[config.mk]
export PLATFORM = sky130hd
export DESIGN_NAME = board_glue_ctrl
export DESIGN_NICKNAME = d
export VERILOG_FILES = /design/src/rtl/board_glue_pkg.sv /design/src/rtl/board_glue_ctrl_button_debounce.sv /design/src/rtl/board_glue_ctrl.sv
export SDC_FILE = /design/constraint.sdc
export NUM_CORES = 1
export LEC_CHECK = 0
export BUFFER_PORTS_ARGS = -buffer_cell sky130_fd_sc_hd__buf_2
export CORE_AREA = 2 2 107 150
export DETAILED_ROUTE_END_ITERATION = 8
export DIE_AREA = 0 0 109 152
export REMOVE_ABC_BUFFERS = 1
export SLEW_MARGIN = 15
export SYNTH_ARGS = -nofsm -noshare
export SYNTH_HDL_FRONTEND = slang
export SYNTH_SLANG_ARGS = --single-unit
[constraint.sdc]
create_clock -name clk -period 8.87 [get_ports clk]
set_input_delay 1.774 -clock clk [delete_from_list [all_inputs] [get_ports clk]]
set_output_delay 1.774 -clock clk [all_outputs]
set_load 0.05 [all_outputs]
[src/rtl/board_glue_pkg.sv]
// Shared types and helpers for the NEEK board glue controller.
// Holds the sequencer state enum, counter sizing and default timings.
package board_glue_pkg;

  typedef enum logic [1:0] {
    HOLD    = 2'd0,
    PHY_RST = 2'd1,
    SETTLE  = 2'd2,
    READY   = 2'd3
  } glue_state_e;

  localparam int DEF_NUM_BUTTONS       = 4;
  localparam int DEF_DEBOUNCE_CYCLES   = 500000;
  localparam int DEF_FLASH_RST_CYCLES  = 50;
  localparam int DEF_PHY_RST_CYCLES    = 500000;
  localparam int DEF_PHY_SETTLE_CYCLES = 50000;

  // Width of a down-counter able to hold (largest duration - 1).
  function automatic int cnt_width(input int a, input int b, input int c);
    int m;
    m = a;
    if (b > m) m = b;
    if (c > m) m = c;
    return (m < 2) ? 1 : $clog2(m);
  endfunction

endpackage

[src/rtl/board_glue_ctrl_button_debounce.sv]
// Single button channel: 2-flop sync, polarity fix, stability counter.
// Ports: clk_i, rst_ni, en_i (press enable), btn_i (raw pin), level_o, press_o.
module button_debounce
  import board_glue_pkg::*;
#(
  parameter bit ACTIVE_LOW      = 1'b1,
  parameter int DEBOUNCE_CYCLES = DEF_DEBOUNCE_CYCLES
) (
  input  logic clk_i,
  input  logic rst_ni,
  input  logic en_i,
  input  logic btn_i,
  output logic level_o,
  output logic press_o
);

  localparam int W =
    (DEBOUNCE_CYCLES < 2) ? 1 : $clog2(DEBOUNCE_CYCLES);
  localparam logic [W-1:0] LAST = W'(DEBOUNCE_CYCLES - 1);
  // Sync flops reset to the released pin level so reset exit
  // never looks like a press.
  localparam logic IDLE = ACTIVE_LOW;

  logic [1:0]   sync_q;
  logic [W-1:0] cnt_q, cnt_d;
  logic         level_q, level_d;
  logic         press_q, press_d;
  logic         pressed;

  assign pressed = sync_q[1] ^ IDLE;

  always_comb begin
    cnt_d   = '0;
    level_d = level_q;
    press_d = 1'b0;
    if (pressed != level_q) begin
      if (cnt_q == LAST) begin
        level_d = pressed;
        press_d = pressed & en_i;
      end else begin
        cnt_d = cnt_q + 1'b1;
      end
    end
  end

  always_ff @(posedge clk_i or negedge rst_ni) begin
    if (!rst_ni) begin
      sync_q  <= {2{IDLE}};
      cnt_q   <= '0;
      level_q <= 1'b0;
      press_q <= 1'b0;
    end else begin
      sync_q  <= {sync_q[0], btn_i};
      cnt_q   <= cnt_d;
      level_q <= level_d;
      press_q <= press_d;
    end
  end

  assign level_o = level_q;
  assign press_o = press_q;

endmodule

[src/rtl/board_glue_ctrl.sv]
// Board glue: flash/PHY reset sequencing, sys_ready, debounced buttons.
// Ports: clk, reset_n, button_in, button_level, button_press,
// flash_reset_n, phy_reset_n, sys_ready, and phy_rst_req when
// BOARD_GLUE_PHY_SOFT_RST_EN is defined (READY -> PHY_RST retrigger).
module board_glue_ctrl
  import board_glue_pkg::*;
#(
  parameter int NUM_BUTTONS       = DEF_NUM_BUTTONS,
  parameter bit BUTTON_ACTIVE_LOW = 1'b1,
  parameter int DEBOUNCE_CYCLES   = DEF_DEBOUNCE_CYCLES,
  parameter int FLASH_RST_CYCLES  = DEF_FLASH_RST_CYCLES,
  parameter int PHY_RST_CYCLES    = DEF_PHY_RST_CYCLES,
  parameter int PHY_SETTLE_CYCLES = DEF_PHY_SETTLE_CYCLES
) (
  input  logic                   clk,
  input  logic                   reset_n,
`ifdef BOARD_GLUE_PHY_SOFT_RST_EN
  input  logic                   phy_rst_req,
`endif
  input  logic [NUM_BUTTONS-1:0] button_in,
  output logic [NUM_BUTTONS-1:0] button_level,
  output logic [NUM_BUTTONS-1:0] button_press,
  output logic                   flash_reset_n,
  output logic                   phy_reset_n,
  output logic                   sys_ready
);

  localparam int CW = cnt_width(FLASH_RST_CYCLES,
                                PHY_RST_CYCLES,
                                PHY_SETTLE_CYCLES);
  localparam logic [CW-1:0] F_LD = CW'(FLASH_RST_CYCLES - 1);
  localparam logic [CW-1:0] P_LD = CW'(PHY_RST_CYCLES - 1);
  localparam logic [CW-1:0] S_LD = CW'(PHY_SETTLE_CYCLES - 1);

  // Async assert, synchronous 2-flop release.
  logic [1:0] rst_sync_q;
  logic       rst_n;

  always_ff @(posedge clk or negedge reset_n) begin
    if (!reset_n) rst_sync_q <= '0;
    else          rst_sync_q <= {rst_sync_q[0], 1'b1};
  end

  assign rst_n = rst_sync_q[1];

  glue_state_e   state_q, state_d;
  logic [CW-1:0] cnt_q, cnt_d;
  // HOLD is entered by reset with the counter at 0, so the first
  // active cycle loads the HOLD duration instead of leaving.
  logic          armed_q;
  logic          flash_q, phy_q, rdy_q;

  always_comb begin
    state_d = state_q;
    cnt_d   = cnt_q;
    unique case (state_q)
      HOLD: begin
        if (!armed_q) begin
          cnt_d = F_LD;
        end else if (cnt_q == '0) begin
          state_d = PHY_RST;
          cnt_d   = P_LD;
        end else begin
          cnt_d = cnt_q - 1'b1;
        end
      end
      PHY_RST: begin
        if (cnt_q == '0) begin
          state_d = SETTLE;
          cnt_d   = S_LD;
        end else begin
          cnt_d = cnt_q - 1'b1;
        end
      end
      SETTLE: begin
        if (cnt_q == '0) begin
          state_d = READY;
        end else begin
          cnt_d = cnt_q - 1'b1;
        end
      end
      READY: begin
`ifdef BOARD_GLUE_PHY_SOFT_RST_EN
        if (phy_rst_req) begin
          state_d = PHY_RST;
          cnt_d   = P_LD;
        end
`endif
      end
    endcase
  end

  always_ff @(posedge clk or negedge rst_n) begin
    if (!rst_n) begin
      state_q <= HOLD;
      cnt_q   <= '0;
      armed_q <= 1'b0;
      flash_q <= 1'b0;
      phy_q   <= 1'b0;
      rdy_q   <= 1'b0;
    end else begin
      state_q <= state_d;
      cnt_q   <= cnt_d;
      armed_q <= 1'b1;
      flash_q <= (state_d != HOLD);
      phy_q   <= (state_d == SETTLE) || (state_d == READY);
      rdy_q   <= (state_d == READY);
    end
  end

  assign flash_reset_n = flash_q;
  assign phy_reset_n   = phy_q;
  assign sys_ready     = rdy_q;

  for (genvar i = 0; i < NUM_BUTTONS; i++) begin : g_btn
    button_debounce #(
      .ACTIVE_LOW      (BUTTON_ACTIVE_LOW),
      .DEBOUNCE_CYCLES (DEBOUNCE_CYCLES)
    ) u_db (
      .clk_i   (clk),
      .rst_ni  (rst_n),
      .en_i    (rdy_q),
      .btn_i   (button_in[i]),
      .level_o (button_level[i]),
      .press_o (button_press[i])
    );
  end

endmodule

==> results_dict.tcl, run 1 <==
set metrics [dict create \
    hp-class "reg -> reg" \
    mostFrequentLayoutCells "nor2_1, dfrtp_1, nand2_1, xor2_1, xnor2_1" \
    rsz0062_at_grt "false" \
    powerDensity_nw_per_um2 195 \
    grt_usage 0.151 \
    grt_pass1_vias 4297 \
    postCtsHoldBufs 0 \
    cp-startpoint "g_btn[0].u_db.level_o" \
    crit_slowest_cell "dfrtp_1" \
    final_common_cell "nor2_1" \
    r2r-start "state_q[0]" \
    rows 54 \
    required_ns 7.10 \
    p_int_uw 1050 \
    hold_violations 0 \
    reg2regPathDepth 8 \
    period_needed_ns 2.87 \
    critPathCapture "button_level[0]" \
    p_switching_uw 275 \
    slew_violations 0 \
    critical_path_arrival_ns 1.10 \
    grt_overflow 0 \
    wl_per_cell_um 13.9 \
    cts_tree "yes" \
    fmax_mhz 349 \
    max_stage_delay_ns 0.39 \
    num_vias 4302 \
    finClkSkew_ns 0.00589 \
    synth-edff-count 0 \
    relSlewSlack 0.453 \
    r2r_end "cnt_q[11]" \
    drive_above_1_share 0.121 \
    drt_pass1_iterations 4 \
    fp.coreArea_um2 15300 \
    io_buffers 16 \
    path_buf_inv 1 \
    clock_latency_ns 0.42 \
    dieArea_um2 16600 \
    synthToLayoutAreaGrowth_pct 14.4 \
    cts_buffer_depth 2 \
    route.detailed.drc 0 \
    combinationalPowerShare 0.018 \
    ant_nets 0 \
    cap_violations 0 \
    ys_seq_area_frac 0.503 \
    endpoint_kind "primary output" \
    dpl_cell_area_um2 6160 \
    synth_cell_types 66 \
    worst_slew_pin_slew_ns 0.820 \
    nets 636 \
    synthesis.area_um2 5940 \
    period_share 0.323 \
    viasPerCell 5.18 \
    cts.sinks 119 \
    setup_viol 0 \
    netSwitchingFraction 0.207 \
    status "finished clean" \
    gp_congestion 0.836 \
    cp-start-kind "register" \
    ys_async_sr_fraction 1.00 \
    leakage_uw 0.00296 \
    crit_type "reg -> out" \
    dp_hpwl_um 7830 \
    synth-main-ff-cell "dfrtp_1" \
    grt_max_degree 68 \
    rrSetupSlack_ns 6.47 \
    cts_resized 0 \
    crit_cells 1 \
    io_pins 17 \
    cts_setup_buffers 0 \
    fill_cells 1456 \
    clkTransAtPathRegs_ns 0.06 \
    clock-root-buffer "clkbuf_16" \
    syn_inst 606 \
    antennaDiodeCount 0 \
    fp.dieW_um 109 \
    path_cells "buf_2" \
    cp_max_fo 4 \
    crit_family "flip-flops" \
    die_y_um 152 \
    pwr-share-seq 0.424 \
    cts_buffers 17 \
    setup_tns_ns 0 \
    drt_iter0_markers 226 \
    yosys_register_bits 119 \
    grt_pass1_wl_um 20000 \
    peakVddDrop_mv 0.142 \
    stdcell_area_um2 6800 \
    pwr-share-clk 0.557 \
    wirelength_um 11500 \
    antenna_found_initial 0 \
    synth.avg_cell_area_um2 9.81 \
    initial_core_util 0.388 \
    cts-htree-levels 4 \
    yosysWarnings 0 \
]
## cell usage after synthesis, types with 5 or more instances
master,number,area [um^2]
and4_1,9,78.8
a21oi_1,15,75.1
xnor2_1,34,298
nor4_1,5,31.3
o21ai_0,20,100
dfstp_2,8,210
nand2_1,46,173
nor3_1,12,60.1
dfrtp_1,111,2780
inv_1,17,63.8
buf_2,5,25.0
xor2_1,38,333
and3_1,14,87.6
nor2_1,116,435
clkbuf_1,7,26.3
and2_1,7,43.8
ha_1,9,113
nand4_1,11,68.8
buf_4,11,82.6
nand3_1,30,150
## stage by stage
step                power, uW  hold WS [ns]  instances   util  setup WS [ns]
global placement          597         0.338        798  0.401           6.45
global route             1380         0.354        830  0.443           5.94
floorplan                 588         0.331        584      -           5.32
finish                   1330         0.349        830  0.443           6.00
CTS                      1350         0.352        830  0.443           5.98
detailed placement        598         0.346        798  0.401           6.44
## worst min-delay path by stage
stage | to | cells after the start | slack (ns) | startpoint
2_1_floorplan | rst_sync_q[1] | 0 | 0.33 | rst_sync_q[0]
3_3_place_gp | rst_sync_q[1] | 0 | 0.34 | rst_sync_q[0]
3_5_place_dp | rst_sync_q[1] | 0 | 0.35 | rst_sync_q[0]
4_1_cts | g_btn[2].u_db.sync_q[1] | 0 | 0.35 | g_btn[2].u_db.sync_q[0]
5_1_grt | g_btn[2].u_db.sync_q[1] | 0 | 0.35 | g_btn[2].u_db.sync_q[0]
6_report | g_btn[2].u_db.sync_q[1] | 0 | 0.35 | g_btn[2].u_db.sync_q[0]
## state kept, by name (all words and copies together) (netlist names)
name                count
armed_q                 1
cnt_q                  19
flash_reset_n           1
g_btn.u_db.cnt_q       76
g_btn.u_db.level_o      4
g_btn.u_db.press_o      4
g_btn.u_db.sync_q       8
phy_reset_n             1
rst_sync_q              2
state_q                 2
sys_ready               1
## area by class of cell
type                       count  area (um^2)  share of cell area
clock buffer                  22          474              0.0697
clock inverter                10          168              0.0247
tap                          196          245              0.0361
timing repair buffer          18         95.1              0.0140
multi-input combinational    448         2760               0.406
sequential                   119         2990               0.440
inverter                      17         63.8             0.00939
## routing by layer
layer / global-route usage / wire (um) / share of wire / vias up
met5: 0 / 0 / 0 / -
met4: 0.0531 / 210 / 0.018 / 0
met3: 0.0468 / 473 / 0.041 / 18
met2: 0.241 / 5590 / 0.49 / 86
met1: 0.193 / 5240 / 0.45 / 2093
li1: - / - / - / 2105
## power groups by stage
| stage | clock network [uW] | registers [uW] | logic, uW |
|---|---|---|---|
| finish | 740 | 563 | 24.5 |
| global route | 787 | 565 | 29.2 |
| CTS | 756 | 564 | 25.6 |
| detailed placement | 0 | 573 | 25.3 |
| global placement | 0 | 573 | 24.8 |
| floorplan | 0 | 574 | 13.7 |
## cell families after synthesis
logic type                 synth area share
adders and majority gates            0.0189
AOI/OAI and AO/OA                    0.0785
and+or+nand+nor                       0.253
xor gates and xnor gates              0.106
DFF                                   0.503
muxes                               0.00674
buffers and inverters                0.0333
other                              0.000631
Power figures use the tool's default switching activity.
==> inputs of run 2 (changes only) <==
Clock period 8.87 ns to 2.7 ns, I/O delays scaled along.
==> run 2 against run 1 <==
  * Final area up 0.29%
  * Clock-buffer cell count fell by 1
  * Global-route usage increased by 0.18 points
  * Non-clock buffer count increased by 7
  * Die area is the same
  * Sequential share of layout area fell by 0.13 points
  * Sequential cell count is the same
  * Power grew to 3.1 times the previous value
  * Via count increased by 0.49%
  * Routed wire length is 1.3% higher
  * Cell count up 0.84%
  * Register-to-register slack worse by 6.1 ns
  * Highest routed layer unchanged
==> results_dict.tcl, run 2 (synthesis results as in run 1) <==
set metrics [dict create \
    cts_setup_buffers 0 \
    hp-class "in -> reg" \
    status "finished clean" \
    finClkSkew_ns 0.00683 \
    clkTransAtPathRegs_ns 0.05 \
    fp.dieW_um 109 \
    gp_congestion 0.912 \
    worst_hold_path.endpoint "g_btn[1].u_db.sync_q[0]" \
    grt_max_degree 44 \
    clock-root-buffer "clkbuf_16" \
    grt_pass1_wl_um 20000 \
    fmax_mhz 424 \
    period_needed_ns 2.36 \
    cts-htree-levels 4 \
    wl_per_cell_um 13.9 \
    num_vias 4323 \
    fp.coreArea_um2 15300 \
    peakVddDrop_mv 0.357 \
    grt_overflow 0 \
    nets 643 \
    cp_max_fo 5 \
    dieArea_um2 16600 \
    whs_ns 0.220 \
    hold_path_depth 1 \
    mostFrequentLayoutCells "nor2_1, dfrtp_1, nand2_1, xor2_1, xnor2_1" \
    layout_setup_ws_ns 0.340 \
    viasPerCell 5.16 \
    grt_usage 0.153 \
    period_share 0.874 \
    cts_buffer_depth 2 \
    rrSetupSlack_ns 0.34 \
    antenna_found_initial 0 \
    die_y_um 152 \
    drt_pass1_iterations 4 \
    largest_reg_flops 76 \
    route.detailed.drc 0 \
    relSlewSlack 0.489 \
    cts_buffers 17 \
    cap_violations 0 \
    cp-start-kind "register" \
    hold_violations 0 \
    cts.sinks 119 \
    antennaDiodeCount 0 \
    setup_viol 0 \
    rows 54 \
    worst_slew_pin_slew_ns 0.764 \
    rsz0062_at_grt "false" \
    reg2regPathDepth 8 \
    slew_violations 0 \
    stdcell_area_um2 6820 \
    powerDensity_nw_per_um2 612 \
    dp_hpwl_um 8100 \
    r2r_end "flash_reset_n" \
    drt_iter0_markers 220 \
    r2r-start "cnt_q[0]" \
    critical_path_arrival_ns 2.63 \
    drive_above_1_share 0.131 \
    ant_nets 0 \
    wirelength_um 11700 \
    initial_core_util 0.388 \
    io_pins 17 \
    fill_cells 1457 \
    synthToLayoutAreaGrowth_pct 14.7 \
    io_buffers 16 \
    required_ns 2.97 \
    clock_latency_ns 0.42 \
    top_regs "g_btn.u_db.cnt_q x76, cnt_q x19, g_btn.u_db.sync_q x8" \
    dpl_cell_area_um2 6210 \
    crit_type "reg -> reg" \
    regMostFlops "g_btn.u_db.cnt_q" \
    leakage_uw 0.00299 \
    grt_pass1_vias 4224 \
    cts_tree "yes" \
    final_common_cell "nor2_1" \
    dp_slack_ns 0.389 \
    endpoint_kind "register" \
    hp-start "button_in[1]" \
]
[run 2: cell types whose count changed in the layout (fill, tap and decap cells not counted)]
| cell | change |
|---|---|
| buf_12 | +1 |
| buf_4 | +5 |
| bufinv_16 | -2 |
| clkbuf_1 | -1 |
| clkinv_2 | +3 |
| clkinv_4 | +1 |
| clkinvlp_4 | -1 |
| dlygate4sd3_1 | +1 |
[run 2: worst max-delay path by stage]
stage / startpoint / end / slack, ns
floorplan: rst_sync_q[1] / armed_q / -0.85
global placement: cnt_q[0] / cnt_q[16] / 0.48
detailed placement: cnt_q[0] / flash_reset_n / 0.39
CTS: cnt_q[0] / flash_reset_n / 0.37
global route: cnt_q[0] / flash_reset_n / 0.16
finish: cnt_q[0] / flash_reset_n / 0.34
[run 2: power by group]
part           total (uW)  internal (uW)  switching, uW
Combinational        92.7           30.3           62.4
Clock                2230           1430            805
Sequential           1850           1810           30.7
[run 2: final cells by class]
| type | instances | area [um^2] | share of cell area |
|---|---|---|---|
| clock buffers | 21 | 470 | 0.0690 |
| inverters | 17 | 63.8 | 0.00936 |
| multi-input cells | 448 | 2760 | 0.405 |
| well taps | 196 | 245 | 0.0360 |
| clock inverters | 11 | 124 | 0.0182 |
| repair buffers | 25 | 163 | 0.0239 |
| flip-flops and latches | 119 | 2990 | 0.439 |
[run 2: timing repair]
item	in CTS	in global routing
gates resized for setup	0	0
hold buffers	1	0
endpoints found under the setup margin	0	0
hold endpoints to repair	2	0
[run 2: stage by stage]
step           setup TNS, ns  std cells  utilization  power (uW)
4_1_cts                    0        837        0.445        4240
5_1_grt                    0        837        0.445        4350
2_1_floorplan         -92.29        584            -        1930
6_report                   0        837        0.445        4170
3_5_place_dp               0        804        0.405        1970
3_3_place_gp               0        804        0.405        1970
[run 2: critical path, stage by stage (launching register included)]
cell      delay, ns
dfrtp_1        0.40
inv_1          0.10
ha_1           0.22
nor4b_4        0.35
and4_1         0.35
mux2i_1        0.24
a211oi_1       0.06
nor3_1         0.37
a32oi_1        0.12
[run 2: routing by layer]
metal  track usage  part of all wire  up-vias
met5             0                 0        -
met4        0.0641             0.021        0
met3        0.0429             0.037       20
met2         0.240              0.49       71
met1         0.197              0.45     2106
li1              -                 -     2126
